`config.mk`:
```
export PLATFORM = sky130hd
export DESIGN_NAME = demux_chan_scheduler
export DESIGN_NICKNAME = d
export VERILOG_FILES = /design/src/rtl/demux_sched_pkg.sv /design/src/rtl/demux_decode_1to4.sv /design/src/rtl/demux_chan_scheduler.sv
export SDC_FILE = /design/constraint.sdc
export NUM_CORES = 1
export LEC_CHECK = 0
export BUFFER_PORTS_ARGS = -buffer_cell sky130_fd_sc_hd__buf_2
export CAP_MARGIN = 20
export CORE_MARGIN = 3
export CORE_UTILIZATION = 43
export CTS_BUF_LIST = sky130_fd_sc_hd__clkbuf_8 sky130_fd_sc_hd__clkbuf_16
export DETAILED_ROUTE_END_ITERATION = 10
export PLACE_DENSITY = 0.74
export SYNTH_ARGS = -nofsm -noshare
export SYNTH_HDL_FRONTEND = slang
export SYNTH_SLANG_ARGS = --single-unit
```
`constraint.sdc`:
```
create_clock -name clk -period 1.9 [get_ports clk]
set_input_delay 0.19 -clock clk [delete_from_list [all_inputs] [get_ports clk]]
set_output_delay 0.19 -clock clk [all_outputs]
set_load 0.05 [all_outputs]
```
`src/rtl/demux_sched_pkg.sv`:
```
// Shared types, sizes and the round-robin channel search used by the
// 1-to-4 demux scheduler.
package demux_sched_pkg;

  localparam int NCH   = 4;
  localparam int SEL_W = 2;

  typedef enum logic {
    EMPTY = 1'b0,
    FULL  = 1'b1
  } sched_state_t;

  // First channel whose skip bit is clear, searched cur+1, cur+2, cur+3, cur
  // (mod NCH), or 0..NCH-1 when from_zero is set. Falls back to cur when all
  // channels are skipped.
  function automatic logic [SEL_W-1:0] next_rr_chan(
    input logic [SEL_W-1:0] cur,
    input logic [NCH-1:0]   skip,
    input logic             from_zero
  );
    logic [SEL_W-1:0] cand;
    logic             found;
    next_rr_chan = cur;
    found        = 1'b0;
    for (int k = 0; k < NCH; k++) begin
      cand = from_zero ? SEL_W'(k) : SEL_W'(cur + SEL_W'(k + 1));
      if (!found && !skip[cand]) begin
        next_rr_chan = cand;
        found        = 1'b1;
      end
    end
  endfunction

endpackage

```
`src/rtl/demux_decode_1to4.sv`:
```
// Combinational 1-to-4 demux decode: enable plus select to a one-hot valid.
module demux_decode_1to4
  import demux_sched_pkg::*;
(
  input  logic             en,
  input  logic [SEL_W-1:0] sel,
  output logic [NCH-1:0]   out_valid
);

  always_comb begin
    out_valid = '0;
    if (en) out_valid[sel] = 1'b1;
  end

endmodule

```
`src/rtl/demux_chan_scheduler.sv`:
```
// Steers a single valid/ready word stream onto one of four demux channels
// through a one-word holding stage, in round-robin bursts or a fixed channel.
module demux_chan_scheduler
  import demux_sched_pkg::*;
#(
  parameter int DATA_W = 8,
  parameter int BURST  = 4
) (
  input  logic              clk,
  input  logic              rst,
  input  logic              cfg_mode,
  input  logic [SEL_W-1:0]  cfg_fix_sel,
  input  logic [NCH-1:0]    cfg_skip,
  input  logic              in_valid,
  input  logic [DATA_W-1:0] in_data,
  output logic              in_ready,
  output logic [DATA_W-1:0] out_data,
  output logic [NCH-1:0]    out_valid,
  input  logic [NCH-1:0]    out_ready,
  output logic [SEL_W-1:0]  sel,
  output logic              en,
  output logic [7:0]        burst_cnt
);

  localparam logic [7:0] BURST_LAST = 8'(BURST - 1);

  sched_state_t      state_q, state_nxt;
  logic [DATA_W-1:0] data_q;
  logic [SEL_W-1:0]  sel_q, sel_nxt;
  logic [7:0]        cnt_q;
  logic              rr_started_q;

  logic chan_ok;
  logic drain;
  logic accept;
  logic commit;

  // Handshake: a full stage can take a new word in the same cycle it drains.
  always_comb begin
    chan_ok  = cfg_mode | (cfg_skip != '1);
    drain    = (state_q == FULL) & out_ready[sel_q];
    in_ready = chan_ok & ((state_q == EMPTY) | drain);
    accept   = in_valid & in_ready;
    commit   = accept & (cnt_q == 8'd0);
    sel_nxt  = cfg_mode ? cfg_fix_sel
                        : next_rr_chan(sel_q, cfg_skip, ~rr_started_q);
  end

  always_comb begin
    state_nxt = state_q;
    case (state_q)
      EMPTY: if (accept) state_nxt = FULL;
      FULL:  if (drain && !accept) state_nxt = EMPTY;
      default: state_nxt = EMPTY;
    endcase
  end

  always_ff @(posedge clk) begin
    if (rst) begin
      state_q      <= EMPTY;
      data_q       <= '0;
      sel_q        <= '0;
      cnt_q        <= '0;
      rr_started_q <= 1'b0;
    end else begin
      state_q <= state_nxt;
      if (accept) begin
        data_q <= in_data;
        cnt_q  <= (cnt_q == BURST_LAST) ? 8'd0 : cnt_q + 8'd1;
      end
      // Channel only moves at a burst boundary, when the stage is being reloaded.
      if (commit) begin
        sel_q <= sel_nxt;
        if (!cfg_mode) rr_started_q <= 1'b1;
      end
    end
  end

  assign en        = (state_q == FULL);
  assign out_data  = data_q;
  assign sel       = sel_q;
  assign burst_cnt = cnt_q;

  demux_decode_1to4 u_decode (
    .en        (en),
    .sel       (sel_q),
    .out_valid (out_valid)
  );

  a_hold_stable: assert property (@(posedge clk) disable iff (rst)
    (en && !drain) |=> (en && $stable(sel) && $stable(out_data)));

  a_valid_onehot: assert property (@(posedge clk) disable iff (rst)
    $onehot0(out_valid));

endmodule
```
==> flow_summary.ini <==
[run_status]
status = completed

[synthesis]
synth.most_common_cell = nand2_1
synth-edff-count = 0
netlist_instances = 151
yosys_warnings = 0
synth.top_cell.area_share = 0.328
ys_types = 42
synth_top_area_cell = dfxtp_1
ys_seq_area_frac = 0.328
avgSynthCellArea_um2 = 8.09
syn_area_um2 = 1220
synthTopCellsByArea = dfxtp_1, nand2_1, ha_1, a21oi_1, xor2_1
ys_ff_latch = 20
yosys_most_used_dff = dfxtp_1
synthesis.nets = 179
ys_top_cells_by_count = nand2_1, dfxtp_1, a21oi_1, nor2_1, inv_1
async_flop_share = 0

[worst_hold_path]
min_path_type = input pin to flop
hold_path_depth = 3
min_to = out_data[6]
min_from = in_data[6]

[sta]
timing.final.crit_period_ps = 1850
rsz0062_at_grt = true
final_hold_viol_count = 0
relSlewSlack = 0.759
setup_violations = 0
maxSlewViolCount = 0
skew_ps = 1.43
post-route-period-util = 0.975
fmax_mhz = 540
tightest_slew_ps = 359

[placed_design]
dpl.hpwl_um = 2320
numPortBuffers = 45
placed_cell_area_um2 = 1530
routabilityCongestion = 0.969

[pwr]
peakVddDrop_uv = 697
p_leak_uw = 0.000767
power_density_nw_per_um2 = 761

[critical_path]
cp-start-kind = flop
reg2reg_to = sel[0]
required_ps = 1710
cpMaxStageDelayCell = mux4_2
worstReg2RegStart = sel[0]
critPathArrivalTime_ps = 1660
path_class = flop to output pin
reg2reg_depth = 8
critical_path_peak_fanout = 7
worst_setup_path_end_kind = output pin
cp_cell_sequence = mux4_2 -> o22ai_4 -> inv_2 -> buf_6
slowest_delay_ps = 580
r2r_slack_ps = 60

[die]
io_pins = 46
die_y_um = 59.3
row_count = 18
fp.dieArea_um2 = 3520
start_util = 0.471
die_w_um = 59.3
core-area_um2 = 2590

[grt]
top_usage_layer = met2
met2_usage = 0.300
grt_pass1_wl_um = 4970
grt_max_degree = 14
first_global_vias = 1197
gr-usage-met3 = 0.0414
grt-ovfl-total = 0
grt_antenna_before_repair = 0
grt_use_total = 0.179
met1_usage = 0.234

[routing]
drt_pre_antenna_iters = 4
vias_per_cell = 5.37
postRouteAntennaNets = 0
remaining_drc_errors = 0
via_count = 1246
routed_wl_um = 3110
drtIter0Drc = 53
wl_per_cell_um = 13.4

[cts]
clk_pin_slew_ps = 70
ctsHtreeMaxLevel = 1
cts_root_buffer = clkbuf_8
clk_latency_ps = 250
numCtsBuffers = 3
clock_sinks = 20
cts.path.max_buffers = 2
cts_tree = built

[finish]
post-route-util = 0.640
area_growth_pct = 35.8
final_design_area_no_fill_um2 = 1660
antennaDiodeCount = 0
final_layout_size_suffix_gt1_frac = 0.396
finalNetCount = 231

[job]
maxCapViolCount = 0
## flip-flops by register name, summed over array words and instances (netlist names)
register      count
burst_cnt         8
en                1
rr_started_q      1
sel               2
out_data          8
## timing repair
item                                    in CTS  in global routing
cloned                                       0                  0
setup buffers                                3                  0
hold buffers                                 0                  0
pin swaps                                    0                  2
endpoints found under the setup margin       2                 10
resized for setup                            2                 11
## layer usage
metal / share of wire / wire length (um)
met5: 0 / 0
met3: 0.064 / 198
met4: 0.0055 / 17
met1: 0.46 / 1430
met2: 0.47 / 1470
## power by group
group	total, uW	switching, uW	leakage, uW	internal (uW)
clock network	319	135	0.0000288	184
registers	480	31.2	0.000165	449
logic	462	290	0.000573	172
## worst max path at each step
stage | to | slack [ps] | cells past startpoint | from
6_report | in_ready | 50 | 4 | sel[0]
5_1_grt | in_ready | -20 | 4 | sel[0]
4_1_cts | sel[0] | 20 | 6 | sel[0]
3_5_place_dp | sel[0] | 10 | 6 | sel[0]
3_3_place_gp | sel[0] | 80 | 6 | sel[0]
2_1_floorplan | burst_cnt[4] | 6 | 7 | sel[0]
## cell families after synthesis
| logic type | Yosys count | share of synthesized area |
|---|---|---|
| flip-flops | 20 | 0.328 |
| XOR/XNOR | 7 | 0.0502 |
| AO/OA/AOI/OAI | 28 | 0.156 |
| adder cells (fa/ha/maj) | 6 | 0.0615 |
| multiplexers | 6 | 0.0727 |
| buffers and inverters | 15 | 0.0523 |
| AND/OR/NAND/NOR | 69 | 0.280 |
## layout make-up
type | count | area [um^2]
Clock buffer | 4 | 55.1
Fill cell | 232 | 932
Inverter | 9 | 36.3
Multi-Input combinational cell | 116 | 830
Sequential cell | 20 | 408
Tap cell | 30 | 37.5
Timing Repair Buffer | 53 | 292
## worst max-delay path, delay by kind of cell (launching register included)
family                 cells  cell delay (ps)
AOI/OAI and AO/OA          1              220
buffers and inverters      2              210
DFF                        1              400
muxes                      1              580
## metrics by stage
step	power [uW]	TNS (ps)	hold WS, ps	worst slack, ps	cells
global placement	902	0	432	76.8	225
floorplan	803	0	249	5.70	151
finish	1260	0	166	47.9	232
CTS	1250	0	163	24.9	232
global route	1340	-34.3	167	-18.7	232
detailed placement	912	0	438	14.5	225
## cells in the final DEF (no fill, tap or decap), types with 3 or more instances in the layout
cell type / n
inv_1: 6
and2_1: 4
nand2b_1: 3
nand4_1: 4
dfxtp_1: 18
a21oi_1: 13
buf_2: 44
ha_1: 5
xor2_1: 6
nor2_1: 13
mux2_2: 3
clkbuf_8: 4
nand2_1: 27
buf_4: 8
Power figures use the tool's default switching activity.
